<file path="src/rtl/lcd1602_sequencer.sv">
// lcd1602_sequencer: power-on init, cursor tracking and byte handshake in front of
// a 4-bit LCD1602 driver, plus the driver's delay-checkpoint flag vector.
module lcd1602_sequencer #(
  parameter int NFLAGS       = 7,
  parameter int TMO_CYC      = 4096,
  parameter int COLS         = 16,
  parameter int PWR_CYC      = 300000,
  parameter int INIT0_SETTLE = 82000,
  parameter int INIT1_SETTLE = 2000,
  parameter int SHORT_SETTLE = 840,
  parameter int LONG_SETTLE  = 32800
) (
  input  logic            clk,
  input  logic            rst,
  input  logic            wr_valid_i,
  output logic            wr_ready_o,
  input  logic [7:0]      wr_data_i,
  input  logic            wr_is_cmd_i,
  input  logic            drv_rdy_i,
  input  logic            drv_count_i,
  output logic            drv_enable_o,
  output logic            drv_is_data_o,
  output logic [7:0]      drv_data_o,
  output logic [NFLAGS:0] drv_flags_o,
  output logic            init_done_o,
  output logic            busy_o,
  output logic            err_o
);
  localparam int TW = $clog2(TMO_CYC + 2);
  localparam logic [18:0] CNT_MAX = '1;

  typedef enum logic [2:0] {PWR_WAIT, INIT_ISSUE, IDLE, ISSUE, XFER, SETTLE, WRAP} state_e;
  typedef enum logic [1:0] {SRC_INIT, SRC_USER, SRC_WRAP} src_e;

  state_e      state_q, state_d;
  src_e        src_q, src_d;
  logic [2:0]  romIdx_q, romIdx_d;
  logic [7:0]  byte_q, byte_d;
  logic        rs_q, rs_d;
  logic        seenBusy_q, seenBusy_d;
  logic [TW-1:0] tmo_q, tmo_d;
  logic [18:0] wait_q, wait_d;
  logic [18:0] cnt_q, cnt_d;
  logic [4:0]  col_q, col_d, colInc;
  logic        line_q, line_d;
  logic        drvEnable_q, drvEnable_d;
  logic        drvIsData_q, drvIsData_d;
  logic [7:0]  drvData_q, drvData_d;
  logic        wrReady_q, wrReady_d;
  logic        busy_q, busy_d;
  logic        initDone_q, initDone_d;
  logic        err_q, err_d;
  logic        isHomeCmd;
  logic [18:0] settleLen;

  function automatic logic [7:0] romByte(input logic [2:0] idx);
    case (idx)
      3'd0:    romByte = 8'h33;
      3'd1:    romByte = 8'h32;
      3'd2:    romByte = 8'h28;
      3'd3:    romByte = 8'h0C;
      3'd4:    romByte = 8'h06;
      default: romByte = 8'h01;
    endcase
  endfunction

  function automatic logic [18:0] romSettle(input logic [2:0] idx);
    case (idx)
      3'd0:    romSettle = 19'(INIT0_SETTLE);
      3'd1:    romSettle = 19'(INIT1_SETTLE);
      3'd5:    romSettle = 19'(LONG_SETTLE);
      default: romSettle = 19'(SHORT_SETTLE);
    endcase
  endfunction

  // Thresholds are in 50 ns clock cycles; bit 7 is unused by the driver.
  always_comb begin
    drv_flags_o    = '0;
    drv_flags_o[6] = cnt_q >= 19'd1;
    drv_flags_o[5] = cnt_q >= 19'd5;
    drv_flags_o[4] = cnt_q >= 19'd840;
    drv_flags_o[3] = cnt_q >= 19'd2000;
    drv_flags_o[2] = cnt_q >= 19'd32800;
    drv_flags_o[1] = cnt_q >= 19'd82000;
    drv_flags_o[0] = cnt_q >= 19'd300000;
  end

  always_comb begin
    state_d     = state_q;
    src_d       = src_q;
    romIdx_d    = romIdx_q;
    byte_d      = byte_q;
    rs_d        = rs_q;
    seenBusy_d  = seenBusy_q;
    tmo_d       = tmo_q;
    wait_d      = wait_q;
    col_d       = col_q;
    line_d      = line_q;
    drvEnable_d = drvEnable_q;
    drvIsData_d = drvIsData_q;
    drvData_d   = drvData_q;
    initDone_d  = initDone_q;
    err_d       = err_q;
    colInc      = col_q + 5'd1;
    isHomeCmd   = !rs_q && (byte_q == 8'h01 || byte_q == 8'h02);
    cnt_d       = drv_count_i ? 19'd0 : ((cnt_q == CNT_MAX) ? cnt_q : cnt_q + 19'd1);

    if (src_q == SRC_INIT)  settleLen = romSettle(romIdx_q);
    else if (isHomeCmd)     settleLen = 19'(LONG_SETTLE);
    else                    settleLen = 19'(SHORT_SETTLE);

    case (state_q)
      PWR_WAIT: begin
        if (wait_q == 19'd0) state_d = INIT_ISSUE;
        else                 wait_d  = wait_q - 19'd1;
      end
      INIT_ISSUE: begin
        byte_d  = romByte(romIdx_q);
        rs_d    = 1'b0;
        src_d   = SRC_INIT;
        state_d = ISSUE;
      end
      IDLE: begin
        if (wr_valid_i && wrReady_q) begin
          byte_d  = wr_data_i;
          rs_d    = !wr_is_cmd_i;
          src_d   = SRC_USER;
          state_d = ISSUE;
        end
      end
      ISSUE: begin
        drvEnable_d = 1'b1;
        drvData_d   = byte_q;
        drvIsData_d = rs_q;
        seenBusy_d  = 1'b0;
        tmo_d       = '0;
        state_d     = XFER;
      end
      // The driver must first go busy, then come back ready; each edge restarts the timeout.
      XFER: begin
        if (!seenBusy_q && !drv_rdy_i) begin
          seenBusy_d = 1'b1;
          tmo_d      = '0;
        end else if (seenBusy_q && drv_rdy_i) begin
          drvEnable_d = 1'b0;
          wait_d      = settleLen;
          state_d     = SETTLE;
        end else if (tmo_q == TW'(TMO_CYC)) begin
          err_d       = 1'b1;
          drvEnable_d = 1'b0;
          state_d     = IDLE;
        end else begin
          tmo_d = tmo_q + 1'b1;
        end
      end
      SETTLE: begin
        if (wait_q != 19'd0) begin
          wait_d = wait_q - 19'd1;
        end else begin
          state_d = IDLE;
          case (src_q)
            SRC_INIT: begin
              if (romIdx_q == 3'd5) initDone_d = 1'b1;
              else begin
                romIdx_d = romIdx_q + 3'd1;
                state_d  = INIT_ISSUE;
              end
            end
            SRC_USER: begin
              if (rs_q) begin
                col_d = colInc;
                if (colInc == 5'(COLS)) state_d = WRAP;
              end else if (isHomeCmd) begin
                col_d  = 5'd0;
                line_d = 1'b0;
              end else if (byte_q[7]) begin
                col_d  = {1'b0, byte_q[3:0]};
                line_d = byte_q[6];
              end
            end
            default: ;
          endcase
        end
      end
      WRAP: begin
        byte_d  = line_q ? 8'h80 : 8'hC0;
        rs_d    = 1'b0;
        line_d  = !line_q;
        col_d   = 5'd0;
        src_d   = SRC_WRAP;
        state_d = ISSUE;
      end
      default: state_d = IDLE;
    endcase

    wrReady_d = (state_d == IDLE);
    busy_d    = (state_d != IDLE);
  end

  always_ff @(posedge clk) begin
    if (rst) begin
      state_q     <= PWR_WAIT;
      src_q       <= SRC_INIT;
      romIdx_q    <= 3'd0;
      byte_q      <= 8'h00;
      rs_q        <= 1'b0;
      seenBusy_q  <= 1'b0;
      tmo_q       <= '0;
      wait_q      <= 19'(PWR_CYC);
      cnt_q       <= 19'd0;
      col_q       <= 5'd0;
      line_q      <= 1'b0;
      drvEnable_q <= 1'b0;
      drvIsData_q <= 1'b0;
      drvData_q   <= 8'h00;
      wrReady_q   <= 1'b0;
      busy_q      <= 1'b0;
      initDone_q  <= 1'b0;
      err_q       <= 1'b0;
    end else begin
      state_q     <= state_d;
      src_q       <= src_d;
      romIdx_q    <= romIdx_d;
      byte_q      <= byte_d;
      rs_q        <= rs_d;
      seenBusy_q  <= seenBusy_d;
      tmo_q       <= tmo_d;
      wait_q      <= wait_d;
      cnt_q       <= cnt_d;
      col_q       <= col_d;
      line_q      <= line_d;
      drvEnable_q <= drvEnable_d;
      drvIsData_q <= drvIsData_d;
      drvData_q   <= drvData_d;
      wrReady_q   <= wrReady_d;
      busy_q      <= busy_d;
      initDone_q  <= initDone_d;
      err_q       <= err_d;
    end
  end

  assign wr_ready_o    = wrReady_q;
  assign drv_enable_o  = drvEnable_q;
  assign drv_is_data_o = drvIsData_q;
  assign drv_data_o    = drvData_q;
  assign init_done_o   = initDone_q;
  assign busy_o        = busy_q;
  assign err_o         = err_q;
endmodule

</file>
<file path="config.mk">
export PLATFORM = sky130hd
export DESIGN_NAME = lcd1602_sequencer
export DESIGN_NICKNAME = d
export VERILOG_FILES = /design/src/rtl/lcd1602_sequencer.sv
export SDC_FILE = /design/constraint.sdc
export NUM_CORES = 1
export LEC_CHECK = 0
export CAP_MARGIN = 10
export CORE_ASPECT_RATIO = 1.1
export CORE_MARGIN = 4
export CORE_UTILIZATION = 59
export DETAILED_ROUTE_END_ITERATION = 8
export PLACE_DENSITY = 0.84
export SLEW_MARGIN = 20
export SYNTH_ARGS = -nofsm -noshare
export SYNTH_HDL_FRONTEND = slang
export SYNTH_SLANG_ARGS = --single-unit
</file>
<file path="constraint.sdc">
create_clock -name clk -period 2.9 [get_ports clk]
set_clock_uncertainty 0.2 [all_clocks]
set_input_delay 0.725 -clock clk [delete_from_list [all_inputs] [get_ports clk]]
set_output_delay 0.725 -clock clk [all_outputs]
set_load 0.005 [all_outputs]
</file>
## After elaboration in Yosys (flattened, before gate mapping)

Index checks and enable logic that the tools add are counted.

- Register bits after elaboration: 89
- Bits in latches: 0
- Memory bits (writable): 0
- ROM bits: 0
- Bits of input ports: 14
- Output and inout port bits: 22
- Memories kept: 0

- Add/subtract/negate cells: 5
- $mul: 0
- Divide/modulo/power cells: 0
- $lt $le $gt $ge: 7
- Eq/ne operators: 33
- Shifts and indexed selects: 0
- Muxes and demuxes: 49
- Bitwise operators: 4
- Reduce and logical (&&, ||, !) cells: 33

Operators with widths:

| operator | count |
|---|---|
| $mux 19 | 5 |
| $pmux 19 s3 | 1 |
| $pmux 17 s3 | 1 |
| $mux 13 | 3 |
| $pmux 6 s5 | 1 |
| $pmux 13 s2 | 1 |
| $mux 5 | 5 |
| $mux 3 | 8 |
| $pmux 8 s3 | 1 |
| $add 19x1->19 const B | 1 |
| $eq 19x19->1 const B | 1 |
| $ge 19x1->1 const B | 1 |
| $ge 19x10->1 const B | 1 |
| $ge 19x11->1 const B | 1 |
| $ge 19x16->1 const B | 1 |
| $ge 19x17->1 const B | 1 |
| $ge 19x19->1 const B | 1 |
| $ge 19x3->1 const B | 1 |
| $logic_not 19->1 | 1 |
| $reduce_bool 19->1 | 1 |
| $sub 19x1->19 const B | 1 |
| $ne 2x2->1 const B | 9 |
| $pmux 3 s6 | 1 |
| $mux 16 | 1 |
| other kinds (35) | 82 |

## Logic depth before layout (Yosys ltp)

- Depth in word-level cells: 8
- Depth in mapped cells: 8
- Gate-level depth less buffers: 7

## Worst setup path before layout

Ideal clock, no wire load.

- Path kind: reg2out
- From: register cnt_q[11]
- To: output port drv_flags_o[2]
- Data arrival time: 1.706 ns
- Required time: 1.975 ns
- Slack: 0.269 ns
- Cell stages (with the launch flop): 6
- Buffers on the path: 1
- Cell sequence: dfxtp_1 -> clkbuf_1 -> nor2_1 -> nor4b_1 -> or4b_2 -> a21o_1

- Word-level cells in the longest chain between the ends: 1

RTL lines:

| what | RTL line | RTL |
|---|---|---|
| start, declared | 43 | `logic [18:0] cnt_q, cnt_d;` |
| start signal, assigned | 229 | `cnt_q <= cnt_d;` |
| $ge 19x16->1 | 83 | `drv_flags_o[2] = cnt_q >= 19'd32800;` |
| end, declared | 24 | `output logic [NFLAGS:0] drv_flags_o,` |

Every way passes these cells.

## Final worst setup path

- From: register cnt_q[17]
- To: output port drv_flags_o[6]

- Word-level cells in the longest chain between the ends: 1

RTL lines:

| what | RTL line | RTL |
|---|---|---|
| $ge 19x1->1 | 79 | `drv_flags_o[6] = cnt_q >= 19'd1;` |

Every way passes these cells.

==> results by stage <==
Setup path:
- The number of cells on the worst reg-to-reg path is 7.
- The slack of the worst reg-to-reg path is between 0.15 and 0.2 ns.
- The slowest stage of the critical path belongs to the cell sky130_fd_sc_hd__or3_4.
- STA classifies the critical path startpoint as a flop.
- The path type of the worst setup path is reg2out.
- Traced cell by cell, the critical path runs through or3_4 > nor3_4 > nand4b_1 > or3_1 > buf_2.
- At the worst endpoint, the arrival time is 1.90 ns.
- The critical path ends at drv_flags_o[6].
- The data required time of the worst path is between 1.5 and 2 ns.
- In this run the critical register-to-register path is captured at col_q[3].
- The number of buffers and inverters on the critical path is 1.
- On the worst path, the slowest cell contributes a delay of 0.40 ns.
- The origin of the critical flop-to-flop path is wait_q[0].
- Of all nets on the critical path, the largest fanout is 2.
- The type of destination of the critical path is a primary output.
- The startpoint of the most critical setup path is cnt_q[17].
- The cell family contributing the most delay on the critical path is simple AND/OR/NAND/NOR gates.
- In this run the number of cells on the critical path is 5.

STA:
- The number of pins with negative max-slew slack in the final report is 0.
- The number of hold violations in the final report was 0.
- Headroom to the max-slew limit came out at 48.7%.
- The setup-violating endpoint count in the final report is 0.
- The worst path in the final design needs a cycle of roughly 2.8 ns, including I/O delays and setup.
- At the pin with the least slew margin, the transition time is 0.770 ns.
- The fraction of the cycle the final worst path needs is 97.4%.
- The worst hold-check slack is 0.264 ns.
- Based on the critical path, the design can be clocked at up to roughly 350 MHz.

Flow run:
- Max-cap violations in this run came to 0.

Drt:
- The number of vias per cell is 6.33.
- The mean routed wirelength per cell is 15.8 um.
- After detailed routing, the total wire length is 12.8 mm.
- The remaining design rule violation count is 0.
- The via count is 5127.
- Before antenna repair, the detailed router went through 5 iterations.
- The residual antenna-violating net count after detailed routing is 0.
- The violation count after the first detailed-route iteration is 282.

Cells and area:
- Leaving out fill and tap cells, the most frequent cell in the layout is sky130_fd_sc_hd__dfxtp_1.
- After routing the design area is 5910 um2.
- The area added between synthesis and finish is 17.0%.
- The share of final-layout standard cells stronger than drive strength 1 is 13.0%.
- 0 antenna diodes ended up in the layout.
- The net total in the final layout is ~720.
- Leaving out fill and tap cells, the most frequent cells in the layout are 83 x sky130_fd_sc_hd__dfxtp_1, 61 x sky130_fd_sc_hd__nand2_1, 57 x sky130_fd_sc_hd__nor2_1, 57 x sky130_fd_sc_hd__a21oi_1, 46 x sky130_fd_sc_hd__o21ai_0.

Clock tree:
- CTS placed an instance of sky130_fd_sc_hd__clkbuf_8 at the clock tree root.
- The total clock buffers created by CTS is 9.
- The number of buffers on the longest clock path is 2.
- TritonCTS built the clock tree.
- The number of H-tree levels is 3.
- Clock-pin slew was measured on the worst setup and hold paths at roughly 0.09 ns.
- For the worst-skew pair, the clock arrives at the later sink with an insertion delay of 0.35 ns.
- The number of sinks on the clock net is 89.

Global routing:
- The overflow left after global routing is 0.
- The via count of the first global-routing pass is 4875.
- The pin count of the biggest net entering global routing is between 40 and 50.
- The first global-routing pass estimated 21.8 mm of wire.
- The initial antenna violation count is 0.
- The overall routing resource usage is between 20% and 30%.

Synth:
- In this run, distinct cell masters in the synthesized netlist total between 60 and 70.
- The cell area after synthesis is 5050 um2.
- For this run, the number of Yosys warnings is 0.
- The fraction of registers with async set/reset is 0%.
- After synthesis, the mean cell area works out to just under 8 um2.
- Synthesis produced roughly 650 cells.
- For this run, the leading register cell type out of synthesis is sky130_fd_sc_hd__dfxtp_1.
- The cell taking the most area after synthesis is sky130_fd_sc_hd__dfxtp_1.
- Yosys attributes the largest share of cell area to sky130_fd_sc_hd__dfxtp_1 35%, sky130_fd_sc_hd__a21oi_1 5.6%, sky130_fd_sc_hd__o21ai_0 4.8%.
- Of the post-synthesis cell area, the dominant cell type holds 35.2%.
- The flip-flop and latch count after synthesis is 89.
- The number of enable-type register cells in the synthesized netlist is 0.
- Sequential cells were found to cover 35.2% of the synthesized design area.
- The net count of the mapped netlist is 675.

Power and ir drop:
- The standby leakage power is 2.11 nW.
- For this design the ratio of total power to cell area is 380 nW/um2.
- VDD sags by at most 0.000371 V.

Die:
- The initialized floorplan defines 35 standard-cell rows.
- During I/O placement, the number of pins put on the boundary was 36.
- The die covers 10100 um2.
- The core region is 8360 um2.
- For this configuration, the core starts out at a cell density of 60.4%.
- In this run the horizontal extent of the chip is about 96 um.
- Measured along the y axis, the die boundary spans 105 um.

Run status:
- The run finished with clean final reports.

Placed design:
- At the end of routability-driven placement, the weighted congestion stood at about 0.9.
- The total placed instance area is 5640 um2.
- Buffers placed on the I/O ports in this run total 34.
- The total half-perimeter wirelength after legalization and detailed placement is 9.15 mm.

Hold path:
- In this run the worst hold path is classified as reg2reg.
- The beginning of the worst hold path is drv_is_data_o.
-- area by class of cell --
| type | instances | area [um2] |
|---|---|---|
| clock buffers | 10 | 138 |
| fillers | 687 | 2450 |
| inverters | 22 | 82.6 |
| clock inverters | 6 | 67.6 |
| flip-flops and latches | 89 | 1790 |
| repair buffers | 75 | 619 |
| well taps | 111 | 139 |
| multi-input cells | 497 | 3080 |
-- stage by stage --
stage / std cells / setup TNS (ns) / utilization (%) / setup WS [ns] / total power [mW]
4_1_cts: 809 / -0.0283 / 70.5 / -0.0283 / 2.26
3_5_place_dp: 790 / -2.60 / 67.4 / -0.263 / 1.40
6_report: 810 / 0 / 70.7 / 0.0744 / 2.25
5_1_grt: 810 / -0.000799 / 70.7 / -0.000799 / 2.32
3_3_place_gp: 790 / -1.34 / 67.4 / -0.185 / 1.39
2_1_floorplan: 646 / 0 / - / 0.269 / 1.36
-- worst min-delay path, stage by stage (launching register included) --
cell                      delay (ns)
sky130_fd_sc_hd__dfxtp_1        0.32
sky130_fd_sc_hd__nand2_1        0.05
sky130_fd_sc_hd__a21oi_1        0.05
-- worst min-delay path by stage --
stage,cells after the start,end,slack (ns)
finish,2,drv_is_data_o,0.26
floorplan,2,tmo_q[12],0.24
detailed placement,2,drv_is_data_o,0.25
global route,2,drv_data_o[4],0.29
CTS,2,drv_is_data_o,0.27
global placement,2,drv_data_o[4],0.24
-- cells by family after synthesis --
group	synth area share [%]
other	0.0742
AO/OA/AOI/OAI	21.9
XOR/XNOR	4.16
adder cells (fa/ha/maj)	3.71
multiplexers	1.41
AND/OR/NAND/NOR	28.5
buffers and inverters	5.00
flip-flops	35.2
-- where the power goes --
group,total (mW),switching (mW),internal (mW)
clock network,0.874,0.451,0.423
registers,1.26,0.0228,1.24
logic,0.115,0.0626,0.0523
-- Yosys cell counts, drive strengths merged (11+ instances only) --
cell type	instances
a21oi	57
clkbuf	29
nand3	25
or4	14
inv	22
xnor2	13
ha	15
or3	16
dfxtp	89
nor2	58
nor3	24
o21ai	49
nor4	13
xor2	11
nand2	61
a31oi	12
-- per-layer routing --
layer | track usage [%] | wire, um
met4 | 10.4 | 378
met1 | 31.7 | 5210
met3 | 4.54 | 808
met2 | 45.1 | 6400
met5 | 0 | 0
-- timing repair --
action / CTS / global route
hold buffers: 0 / 0
resized for setup: 21 / 13
endpoints found under the setup margin: 7 / 5
pin swaps: 8 / 4
endpoints found under the hold margin: 0 / 0
setup buffers: 4 / 1
-- sequential cells by signal, summed over array words and instances, names as in the netlist, 2 cells and up --
| signal | flops |
|---|---|
| src_q | 2 |
| col_q | 5 |
| byte_q | 8 |
| drv_data_o | 8 |
| state_q | 3 |
| romIdx_q | 3 |
| wait_q | 19 |
| tmo_q | 13 |
| cnt_q | 19 |
Note: power is estimated with default switching activity, not from simulation.
